`config.mk`:
```
export PLATFORM = sky130hd
export DESIGN_NAME = serial_subtractor
export DESIGN_NICKNAME = d
export VERILOG_FILES = /design/src/rtl/serial_subtractor.sv
export SDC_FILE = /design/constraint.sdc
export NUM_CORES = 1
export LEC_CHECK = 0
export ABC_AREA = 1
export BUFFER_PORTS_ARGS = -buffer_cell sky130_fd_sc_hd__buf_2
export CAP_MARGIN = 20
export CORE_MARGIN = 4
export CORE_UTILIZATION = 40
export CTS_CLUSTER_SIZE = 28
export DETAILED_ROUTE_END_ITERATION = 8
export PLACE_DENSITY_LB_ADDON = 0.15
export SLEW_MARGIN = 20
export SYNTH_ARGS = -nofsm -noshare
export SYNTH_HDL_FRONTEND = slang
export SYNTH_SLANG_ARGS = --single-unit
```
`constraint.sdc`:
```
create_clock -name clk -period 2 [get_ports clk]
set_input_delay 0.1 -clock clk [delete_from_list [all_inputs] [get_ports clk]]
set_output_delay 0.1 -clock clk [all_outputs]
set_load 0.02 [all_outputs]
```
`src/rtl/serial_subtractor.sv`:
```
// serial_subtractor: bit-serial two's-complement subtractor, D = A - B - Bin.
// One difference bit is produced per clock, LSB first, with the borrow chain
// held in a single flop. Operands and results use valid/ready handshakes.
module serial_subtractor #(
   parameter int WIDTH = 4
) (
   input  logic             clk,
   input  logic             rst_n,
   input  logic             in_valid,
   output logic             in_ready,
   input  logic [WIDTH-1:0] A,
   input  logic [WIDTH-1:0] B,
   input  logic             Bin,
   output logic             out_valid,
   input  logic             out_ready,
   output logic [WIDTH-1:0] D,
   output logic             Bout,
   output logic             V,
   output logic             Z
);

   localparam int IW = (WIDTH > 1) ? $clog2(WIDTH) : 1;

   typedef enum logic [1:0] {
      IDLE = 2'd0,
      RUN  = 2'd1,
      DONE = 2'd2
   } state_t;

   state_t           state_q, state_d;
   logic [IW-1:0]    idx_q, idx_d;
   logic             br_q, br_d;
   logic [WIDTH-1:0] a_q, a_d;
   logic [WIDTH-1:0] b_q, b_d;
   logic [WIDTH-1:0] dsh_q, dsh_d;
   logic [WIDTH-1:0] d_q, d_d;
   logic             bout_q, bout_d;
   logic             v_q, v_d;
   logic             z_q, z_d;

   logic             bit_d;
   logic             bit_br;
   logic [WIDTH-1:0] diff_full;

   // Handshake flags are pure decodes of the state register.
   assign in_ready  = (state_q == IDLE);
   assign out_valid = (state_q == DONE);
   assign D         = d_q;
   assign Bout      = bout_q;
   assign V         = v_q;
   assign Z         = z_q;

   // One full-subtractor cell working on the current LSBs of the operand shifters.
   always_comb begin
      bit_d     = a_q[0] ^ b_q[0] ^ br_q;
      bit_br    = (~a_q[0] & b_q[0]) | (~(a_q[0] ^ b_q[0]) & br_q);
      diff_full = {bit_d, dsh_q[WIDTH-1:1]};
   end

   // Next-state and datapath update; output registers load only when entering DONE.
   always_comb begin
      state_d = state_q;
      idx_d   = idx_q;
      br_d    = br_q;
      a_d     = a_q;
      b_d     = b_q;
      dsh_d   = dsh_q;
      d_d     = d_q;
      bout_d  = bout_q;
      v_d     = v_q;
      z_d     = z_q;
      unique case (state_q)
         IDLE: begin
            if (in_valid) begin
               a_d     = A;
               b_d     = B;
               br_d    = Bin;
               idx_d   = '0;
               dsh_d   = '0;
               state_d = RUN;
            end
         end
         RUN: begin
            a_d   = {1'b0, a_q[WIDTH-1:1]};
            b_d   = {1'b0, b_q[WIDTH-1:1]};
            br_d  = bit_br;
            dsh_d = diff_full;
            idx_d = idx_q + 1'b1;
            if (idx_q == IW'(WIDTH - 1)) begin
               d_d     = diff_full;
               bout_d  = bit_br;
               v_d     = br_q ^ bit_br;
               z_d     = (diff_full == '0);
               idx_d   = '0;
               state_d = DONE;
            end
         end
         DONE: begin
            if (out_ready) begin
               state_d = IDLE;
            end
         end
         default: state_d = IDLE;
      endcase
   end

   // State, shifters and result registers, cleared by the asynchronous reset.
   always_ff @(posedge clk or negedge rst_n) begin
      if (!rst_n) begin
         state_q <= IDLE;
         idx_q   <= '0;
         br_q    <= 1'b0;
         a_q     <= '0;
         b_q     <= '0;
         dsh_q   <= '0;
         d_q     <= '0;
         bout_q  <= 1'b0;
         v_q     <= 1'b0;
         z_q     <= 1'b0;
      end else begin
         state_q <= state_d;
         idx_q   <= idx_d;
         br_q    <= br_d;
         a_q     <= a_d;
         b_q     <= b_d;
         dsh_q   <= dsh_d;
         d_q     <= d_d;
         bout_q  <= bout_d;
         v_q     <= v_d;
         z_q     <= z_d;
      end
   end

endmodule

```
=== Word level (Yosys, flattened, before mapping) ===
Cells that the tools add are included.
W data, S select, Z words.

* Bitwise gates (word level): 8
* $add $sub $neg: 1
* Reductions and logical operators: 6
* Multiplexer cells: 15
* Equality and inequality tests: 6

{| class="wikitable"
|+ Operators with widths
! cell !! count
|-
| $pmux W4 S2 || 3
|-
| $mux W4 || 3
|-
| $mux W2 || 5
|-
| $pmux W2 S3 || 1
|-
| $eq A2 B2 Y1 const B || 2
|-
| $logic_not A4 Y1 || 1
|-
| $ne A2 B2 Y1 const B || 2
|-
| $pmux W2 S2 || 1
|-
| $reduce_and A2 Y1 || 2
|-
| $reduce_and A3 Y1 || 1
|-
| $xor A1 B1 Y1 || 3
|-
| $add A2 B1 Y2 const B || 1
|-
| $and A1 B1 Y1 || 2
|-
| $eq A2 B1 Y1 const B || 1
|-
| $logic_not A2 Y1 || 1
|-
| $ne A2 B1 Y1 const B || 1
|-
| $not A1 Y1 || 2
|-
| $pmux W1 S2 || 1
|-
| $reduce_bool A2 Y1 || 1
|-
| $mux W1 || 1
|-
| $or A1 B1 Y1 || 1
|}

* Bits in registers: 24
* Logic and storage cells: 46
* Input port bits: 13
* Output and inout port bits: 9

=== Depth between registers and ports, before layout ===
Gate-level depths: netlist of run 1.

* Depth after elaboration: 5
* Mapped depth: 7
* Gate-level depth less buffers: 6

=== Worst setup path after synthesis of run 1 ===
No wires, ideal clock.

* Path type: register -> register
* Start point: reg a_q[0]
* End point: reg z_q, in the netlist Z
* Clock period less this slack: 1218 ps
* Stages on the path, launching flop included: 5
* Arrival time: 1135 ps
* Slack: 782 ps
* Path buffers: 0
* Data required time: 1917 ps
* Setup time: 83 ps
* Cells stage by stage: dfrtp_1 > fa_1 > nor2_1 > nand2_1 > o21ai_0

* Cells in the longest elaborated chain, start to end: 3

{| class="wikitable"
|+ RTL lines
! item !! RTL line !! source
|-
| start, declared || 33 || <nowiki>logic [WIDTH-1:0] a_q, a_d;</nowiki>
|-
| start signal, assigned || 113 || <nowiki>a_q <= '0;</nowiki>
|-
| start signal, assigned || 124 || <nowiki>a_q <= a_d;</nowiki>
|-
| $xor A1 B1 Y1 (2 in a row) || 55 || <nowiki>bit_d = a_q[0] ^ b_q[0] ^ br_q;</nowiki>
|-
| named net bit_d || 41 || <nowiki>logic bit_d;</nowiki>
|-
| $logic_not A4 Y1 || 93 || <nowiki>z_d = (diff_full == '0);</nowiki>
|-
| end signal, assigned || 130 || <nowiki>z_q <= z_d;</nowiki>
|-
| end, declared || 39 || <nowiki>logic z_q, z_d;</nowiki>
|}

The timed path passes the listed nets, and every way through them passes these cells.
A chain may end at the register's enable or synchronous reset.

=== Worst setup path after layout of run 1 ===
* Start point: reg state_q[0]
* End point: reg d_q[3], in the netlist D[3]

* Cells in the longest elaborated chain, start to end: 2

{| class="wikitable"
|+ RTL lines
! item !! RTL line !! source
|-
| start, declared || 30 || <nowiki>state_t state_q, state_d;</nowiki>
|-
| start signal, assigned || 121 || <nowiki>state_q <= state_d;</nowiki>
|-
| $eq A2 B1 Y1 || 72 || <nowiki>unique case (state_q)</nowiki>
|-
| $reduce_and A2 Y1 (no line) || - ||
|-
| end signal, assigned || 116 || <nowiki>d_q <= '0;</nowiki>
|-
| end signal, assigned || 127 || <nowiki>d_q <= d_d;</nowiki>
|-
| end, declared || 36 || <nowiki>logic [WIDTH-1:0] d_q, d_d;</nowiki>
|}

No other way between the ends.

==> impl_metrics.toml, run 1 <==
[timing]
tightest_slew_ns = 0.541
fin_setup_tns_ns = 0
min_period_over_period_pct = 78.8
fin_ws_ns = 0.423
max_freq_mhz = 634
timing_hold_violations_final = 0
rsz0062_at_grt = "no"
worst_clock_skew_ns = 0.00357
final_max_slew_viol_count = 0
period_needed_ns = 1.58
slew_headroom_pct = 63.9
finalSetupViolCount = 0

[placement]
hpwl_mm = 1.44
postPlaceCellArea_um2 = 1190
placed_cells = 178
dp_slack_ns = 0.424
place.gp.congestion = 0.763
portBuffers = 21

[hold_path]
hold_path_class = "in -> reg"

[drt]
detail_route.iter0.violations = 18
viasPerCell = 4.61
num_vias = 849
antenna_left = 0
dr.pass1.iters = 4
drt-total-wl_mm = 1.99
detail_route.wl_per_cell_um = 10.8
drc = 0

[floorplanning]
rows = 18
die-width_um = 60.2
core_area_um2 = 2540
fp.dieArea_um2 = 3620
die_h_um = 60.2
io_pins = 22
start_util_pct = 42.8

[logic_synthesis]
synth_seq_cells = 23
yosysSeqAreaShare_pct = 52.8
synth.net_count = 146
syn_area_per_cell_um2 = 8.32
ys_types = 19
ys_warn_count = 0
synthesis.area_um2 = 1090
syn_inst = 131

[worst_setup_path]
critical_path.max_stage_delay_ns = 0.66
reg2reg_slack_ns = 0.42
crit_type = "reg -> reg"
cp.required_ns = 2.25
cpMaxStageDelayCell = "dfrtp_1"
cp_common_cell = "nand2_1"
worst_setup_path_end_kind = "register"
cp.arrival_ns = 1.83
cp-start-kind = "register"
worstPathMaxFanout = 14
cp_cell_sequence = "nand3_1 > inv_1 > nand2_1 > nand2_1"

[clocking]
numCtsBuffers = 3
cts_setup_buffers = 0
cts-hold-fix-buffers = 2
clkLatencyLatePin_ns = 0.30
h-tree-depth = 1
root_buffer = "clkbuf_4"
cts_tree = "yes"
cts-resized-gates = 0
cts.sinks = 23
clockBufferDepth = 2
path_clk_slew_ns = 0.12

[flow_run]
maxCapViolCount = 0

[power]
swShare_pct = 44.2
internal_power_w = 0.00109
power_frac_comb_pct = 47.5
clockPowerShare_pct = 10.6
p_leak_nw = 0.711
power_density_nw_per_um2 = 1580
p_switching_w = 0.000866
power_frac_seq_pct = 41.9
ir_worst_vdd_mv = 0.749
finalPower_w = 0.00196

[final_layout]
postLayoutCellArea_um2 = 1240
final_nets = 170
mostFrequentLayoutCells = "nand2_1 (52), dfrtp_1 (23), buf_2 (21)"
final_common_cell = "nand2_1"
diodes = 0
stdcell_count = 184
drive_gt1_share_pct = 21.4
area_growth_pct = 13.9

[status]
status = "finished clean"

[global_route]
grt_pass1_vias = 816
grtUsageTotal_pct = 12.9
grt_first_pass_wirelength_mm = 3.46
antenna_found_initial = 0
grt_overflow_total = 0
grt_max_degree = 24
## final cells by class
class | count | area [um^2]
Multi-Input combinational cell | 84 | 402
Sequential cell | 23 | 576
Tap cell | 30 | 37.5
Fill cell | 257 | 1300
Inverter | 20 | 75.1
Clock buffer | 4 | 26.3
Timing Repair Buffer | 23 | 125
## flip-flops by register name, summed over array words and instances, names as in the netlist
signal / count
D: 4
a_q: 4
b_q: 4
dsh_q: 3
idx_q: 2
state_q: 2
Bout: 1
V: 1
Z: 1
br_q: 1
## power by group through the flow
| stage | Combinational, W | Sequential [W] | Clock, W |
|---|---|---|---|
| after CTS | 0.000954 | 0.000823 | 0.000223 |
| after global routing | 0.00109 | 0.000854 | 0.000231 |
| final | 0.000931 | 0.000820 | 0.000208 |
| after global placement | 0.000935 | 0.000823 | 0 |
| after detailed placement | 0.000947 | 0.000832 | 0 |
| after floorplan | 0.000713 | 0.000865 | 0 |
## synthesized netlist by cell type
library cell  number  area (um^2)
buf_4              2         15.0
or2_2              1         6.26
o21ai_1            3         15.0
nand2_2            1         6.26
inv_1             18         67.6
o21ai_2            3         26.3
dfrtp_1           23          576
fa_1               1         20.0
nor2_1             5         18.8
nand2_1           52          195
nand3_1           11         55.1
xnor2_1            1         8.76
a21oi_2            1         8.76
o31ai_1            1         7.51
nand2_4            1         11.3
o21ai_0            2         10.0
buf_6              2         22.5
inv_2              2         7.51
ha_1               1         12.5
## routing by layer
metal	track usage, %	routed length (um)	vias up
li1	-	-	440
met1	16.2	915	390
met2	21.1	948	17
met3	3.46	117	2
met4	4.75	12	0
met5	0	0	-
## worst max-delay path, delay by kind of cell (launching register included)
family                 cells  cell delay, ns
flip-flops                 1            0.66
buffers and inverters      1            0.23
AND/OR/NAND/NOR            3            0.63
## cells by family (layout without fill, tap and decap cells)
logic type,count (synthesis),after routing,share of synthesized area (%)
AO/OA/AOI/OAI,10,10,6.20
XOR/XNOR,1,1,0.804
adder cells (fa/ha/maj),2,2,2.98
buffers and inverters,24,47,10.3
flip-flops,23,23,52.8
AND/OR/NAND/NOR,71,71,26.9
## path summary, 6_finish.rpt
kind	startpoint	end	cells past startpoint
worst min register to register	idx_q[1]	idx_q[1]	2
max in group asynchronous	rst_n	Z	2
worst max-delay path	state_q[0]	D[3]	4
worst min-delay path	A[3]	a_q[3]	3
min in group asynchronous	rst_n	D[0]	2
worst max register to register	state_q[0]	D[3]	4
## through the flow
stage	hold slack (ns)	util, %
floorplan	-0.196	-
global placement	0.101	47.0
detailed placement	0.104	47.0
CTS	0.0239	48.8
global route	0.0280	48.8
finish	0.0340	48.8
Note: power is estimated with default switching activity, not from simulation.
==> inputs of run 2 (changes only) <==
--- a/config.mk
+++ b/config.mk
@@ -5,7 +5,7 @@
 export SDC_FILE = /design/constraint.sdc
 export NUM_CORES = 1
 export LEC_CHECK = 0
-export ABC_AREA = 1
+export ABC_AREA = 0
 export BUFFER_PORTS_ARGS = -buffer_cell sky130_fd_sc_hd__buf_2
 export CAP_MARGIN = 20
 export CORE_MARGIN = 4
==> constraint.sdc (replaced) <==
create_clock -name clk -period 1.53 [get_ports clk]
set_input_delay 0.0765 -clock clk [delete_from_list [all_inputs] [get_ports clk]]
set_output_delay 0.0765 -clock clk [all_outputs]
set_load 0.02 [all_outputs]
==> run 2 against run 1 <==
Net effect: worst hold slack worse by 0.023 ns; sequential cell count unchanged; setup slack worse by 0.40 ns; non-clock buffer count up 8; register-to-register slack worse by 0.40 ns; utilization up 2.0 points; via count down 7.7%; combinational power up 39%; critical path type unchanged; largest cell class unchanged.
==> impl_metrics.toml, run 2 <==
[status]
status = "finished clean"

[drt]
antenna_left = 0
dr.pass1.iters = 4
drt-total-wl_mm = 2.15
num_vias = 784
drc = 0
detail_route.iter0.violations = 19
viasPerCell = 5.26
detail_route.wl_per_cell_um = 14.4

[global_route]
grt_overflow_total = 0
antenna_found_initial = 0
grt_max_degree = 24
grt_pass1_vias = 776
grt_first_pass_wirelength_mm = 3.44
grtUsageTotal_pct = 12.6

[final_layout]
multi_input_comb_area_um2 = 438
postLayoutCellArea_um2 = 1280
drive_gt1_share_pct = 33.6
mostFrequentLayoutCells = "dfrtp_1 (23), buf_2 (21), nand2_1 (9)"
area_growth_pct = 19.2
n_fill_cell = 249
final_nets = 135
diodes = 0
stdcell_count = 149
final_common_cell = "dfrtp_1"
ff_latch_area_um2 = 576

[logic_synthesis]
ys_async_sr_fraction_pct = 100
synth.net_count = 103
synth_area_leaders = "dfrtp_1 (54%), buf_6 (4.2%), mux2_4 (4.2%)"
yosysSeqAreaShare_pct = 53.6
synthesis.area_um2 = 1070
yosysTopAreaCell = "dfrtp_1"
ys_warn_count = 0
synth_edf_count = 0
synth_flop_cell = "dfrtp_1"
synth_common_cells = "dfrtp_1 (23), nand2_1 (9), o21ai_0 (8)"
synth_top_area_share_pct = 53.6
synth_seq_cells = 23
syn_area_per_cell_um2 = 12.2
syn_inst = 88
yosysMostFrequentCell = "dfrtp_1"
ys_types = 29

[floorplanning]
die-width_um = 59.8
rows = 18
fp.dieArea_um2 = 3580
core_area_um2 = 2520
io_pins = 22
die_h_um = 59.8
start_util_pct = 42.6

[worst_setup_path]
worst_setup_path_end_kind = "register"
cpMaxStageDelayCell = "fa_1"
cp-start-kind = "register"
ff2ff_path_depth = 3
rr_endpoint = "Z"
reg2reg_slack_ns = 0.02
cp_cell_sequence = "fa_1 > or4_1 > o21ai_1"
worstPathMaxFanout = 3
rr_startpoint = "a_q[0]"
crit_type = "reg -> reg"
cp.required_ns = 1.77
cp.arrival_ns = 1.75
critical_path.max_stage_delay_ns = 0.49

[power]
ir_worst_vdd_mv = 1.01
finalPower_w = 0.00267
p_leak_nw = 0.650
power_density_nw_per_um2 = 2080

[timing]
rsz0062_at_grt = "yes"
hold_slack_ns = 0.0109
period_needed_ns = 1.51
timing_hold_violations_final = 0
max_freq_mhz = 663
fin_ws_ns = 0.0221
finalSetupViolCount = 0
slew_headroom_pct = 60.9
final_max_slew_viol_count = 0
tightest_slew_ns = 0.585
min_period_over_period_pct = 98.6
worst_clock_skew_ns = 0.00633

[hold_path]
whs_path_depth = 2
worstHoldEndpoint = "b_q[3]"
hp-start = "B[3]"
hold_path_class = "in -> reg"

[placement]
dp_slack_ns = 0.0414
place.gp.congestion = 0.790
portBuffers = 21
placed_cells = 139
hpwl_mm = 1.58
postPlaceCellArea_um2 = 1200

[clocking]
clockBufferDepth = 2
cts.sinks = 23
path_clk_slew_ns = 0.12
numCtsBuffers = 3
clkLatencyLatePin_ns = 0.31
cts_tree = "yes"
h-tree-depth = 1
root_buffer = "clkbuf_4"

[flow_run]
maxCapViolCount = 0
-- run 2: changes by cell type after synthesis, sizes merged, moves of 3 or more --
cell    delta
nand2b     +6
o22a       +4
a221o      +3
nand2     -45
a22o       +4
nand3     -11
mux2       +4
inv       -16
-- run 2: stage by stage --
step / utilization [%] / setup TNS [ns]
6_report: 50.7 / 0
3_5_place_dp: 47.6 / 0
5_1_grt: 50.7 / -0.127
2_1_floorplan: - / 0
3_3_place_gp: 47.6 / 0
4_1_cts: 49.9 / 0
-- run 2: report_power, final --
group	switching [W]	total [W]	internal (W)
clock network	0.000177	0.000279	0.000102
registers	0.000220	0.00110	0.000877
logic	0.000621	0.00129	0.000671
total	0.00102	0.00267	0.00165
-- run 2: how the worst max path moves through the flow --
stage	startpoint	depth (start not counted)	end	slack (ns)
2_1_floorplan	a_q[0]	3	Z	0.06
3_3_place_gp	a_q[0]	3	Z	0.06
3_5_place_dp	b_q[0]	4	Z	0.04
4_1_cts	b_q[0]	4	Z	0.008
5_1_grt	a_q[0]	3	Z	-0.07
6_report	a_q[0]	3	Z	0.02
-- run 2: what timing repair did --
action                                  in CTS  in global routing
endpoints found under the hold margin       25                  0
setup buffers                                0                  3
endpoints found under the setup margin       0                  2
gates resized for setup                      0                  1
hold buffers                                 3                  0
-- run 2: layout make-up --
type                       count  area share, %
clock buffer                   4           2.05
sequential                    23           45.0
multi-input combinational     57           34.2
inverter                       4           1.17
tap                           30           2.93
timing repair buffer          31           14.7
-- run 2: logic make-up (layout without fill, tap and decap cells) --
family,count (synthesis),in the layout,share of synthesized area [%]
simple gates,24,24,13.4
fa+ha+maj,2,2,3.03
xor+xnor,1,1,0.816
flops,23,23,53.6
buf+inv,8,39,5.59
mux,4,4,5.24
compound gates,26,26,18.3
-- run 2: routing by layer --
metal	track usage (%)	part of all wire [%]	routed length, um
met3	3.89	4.5	97
met4	0.949	0	0
met2	21.8	50	1070
met1	16.0	46	983
met5	0	0	0
-- run 2: worst max-delay path: cells and delay by family, from the launching register on --
family | cells | cell delay, ns
AO/OA/AOI/OAI | 1 | 0.12
AND/OR/NAND/NOR | 1 | 0.40
adder cells (fa/ha/maj) | 1 | 0.49
flip-flops | 1 | 0.43
==> inputs of run 3 (changes only) <==
--- a/config.mk
+++ b/config.mk
@@ -8,6 +8,7 @@
 export ABC_AREA = 0
 export BUFFER_PORTS_ARGS = -buffer_cell sky130_fd_sc_hd__buf_2
 export CAP_MARGIN = 20
+export CORE_ASPECT_RATIO = 1.2
 export CORE_MARGIN = 4
 export CORE_UTILIZATION = 40
 export CTS_CLUSTER_SIZE = 28
==> run 3 against run 2 <==
Net effect: sequential share of layout area decreased by 0.47 points; setup slack better by 0.0044 ns; sequential cell count unchanged; global-route usage rose by 0.74 points; non-clock buffer count grew 1; clock skew is 0.0034 ns higher; critical path depth stayed put; worst hold slack gained 0.0058 ns; first-iteration DRC count down 47%; fmax up 0.29%; die area about the same; critical path type unchanged; critical endpoint unchanged.
==> impl_metrics.toml, run 3 (synthesized netlist as in run 2, its figures left out) <==
[clocking]
root_buffer = "clkbuf_4"
cts_tree = "yes"
numCtsBuffers = 3
clkLatencyLatePin_ns = 0.31
path_clk_slew_ns = 0.13
clockBufferDepth = 2
h-tree-depth = 1
cts.sinks = 23

[timing]
rsz0062_at_grt = "yes"
timing_hold_violations_final = 0
max_freq_mhz = 665
slew_headroom_pct = 60.1
min_period_over_period_pct = 98.3
tightest_slew_ns = 0.597
worst_clock_skew_ns = 0.00971
hold_slack_ns = 0.0167
period_needed_ns = 1.50
final_max_slew_viol_count = 0
finalSetupViolCount = 0

[floorplanning]
start_util_pct = 42.1
io_pins = 22
fp.dieArea_um2 = 3580
rows = 20
die-width_um = 55.3
die_h_um = 64.8
core_area_um2 = 2550

[power]
p_leak_nw = 0.656
ir_worst_vdd_mv = 0.781
power_density_nw_per_um2 = 2080
finalPower_w = 0.00269

[worst_setup_path]
crit_type = "reg -> reg"
worst_setup_path_end_kind = "register"
cp.required_ns = 1.77
cp.arrival_ns = 1.75
worstPathMaxFanout = 2
cp-start-kind = "register"

[drt]
dr.pass1.iters = 4
drt-total-wl_mm = 2.12
antenna_left = 0
detail_route.iter0.violations = 10
detail_route.wl_per_cell_um = 13.8
drc = 0
num_vias = 795
viasPerCell = 5.20

[placement]
hpwl_mm = 1.54
portBuffers = 21
place.gp.congestion = 0.818

[status]
status = "finished clean"

[global_route]
grtUsageTotal_pct = 13.3
grt_pass1_vias = 815
grt_max_degree = 24
grt_first_pass_wirelength_mm = 3.82
grt_overflow_total = 0
antenna_found_initial = 0

[final_layout]
final_common_cell = "dfrtp_1"
area_growth_pct = 20.7
diodes = 0
final_util_pct = 50.8
n_fill_cell = 268
final_nets = 136
drive_gt1_share_pct = 36.7
mostFrequentLayoutCells = "dfrtp_1 (22), buf_2 (21), nand2_1 (9)"

[hold_path]
hold_path_class = "in -> reg"

[flow_run]
maxCapViolCount = 0
-- run 3: path summary, 6_finish.rpt --
path | slack [ns] | from | endpoint | depth (start not counted)
max in group asynchronous | 0.89 | rst_n | state_q[1] | 2
max | 0.03 | a_q[0] | Z | 3
max reg2reg | 0.03 | a_q[0] | Z | 3
min in group asynchronous | 0.26 | rst_n | a_q[0] | 2
min | 0.02 | B[3] | b_q[3] | 2
min reg2reg | 0.49 | Bout | Bout | 2
-- run 3: final cells by class --
cell class,instances,area (um^2),area share (%)
well taps,33,41.3,3.19
repair buffers,32,195,15.1
clock buffers,3,22.5,1.74
clock inverters,1,5.00,0.386
flip-flops and latches,23,577,44.5
multi-input cells,57,440,34.0
inverters,4,15.0,1.16
-- run 3: power by group --
part / switching (W) / internal (W) / leakage (nW)
sequential: 0.000199 / 0.000879 / 0.287
clock: 0.000187 / 0.0000977 / 0.0177
combinational: 0.000641 / 0.000691 / 0.351
-- run 3: timing repair --
action	4_1_cts	5_1_grt
setup endpoints to repair	0	2
gates resized for setup	0	3
setup buffers	0	3
hold buffers	3	0
endpoints found under the hold margin	25	0
-- run 3: per-stage QoR --
step | TNS [ns] | area (um^2) | cells | setup slack, ns
6_report | 0 | 1300 | 153 | 0.0265
3_3_place_gp | 0 | 1210 | 143 | 0.0600
3_5_place_dp | 0 | 1210 | 143 | 0.0415
4_1_cts | 0 | 1270 | 150 | 0.0107
2_1_floorplan | 0 | 1070 | 88 | 0.0640
5_1_grt | -0.0400 | 1300 | 153 | -0.0400
-- run 3: critical path, stage by stage, from the launching register on --
cell and delay [ns]:
dfrtp_1 0.43, fa_1 0.49, or4_1 0.40, o21ai_1 0.12
-- run 3: layer usage --
layer / track usage [%] / vias up / part of all wire, %
li1: - / 386 / -
met1: 17.1 / 388 / 45
met2: 22.3 / 17 / 50
met3: 1.99 / 4 / 4.1
met4: 5.47 / 0 / 1.5
met5: 0 / - / 0
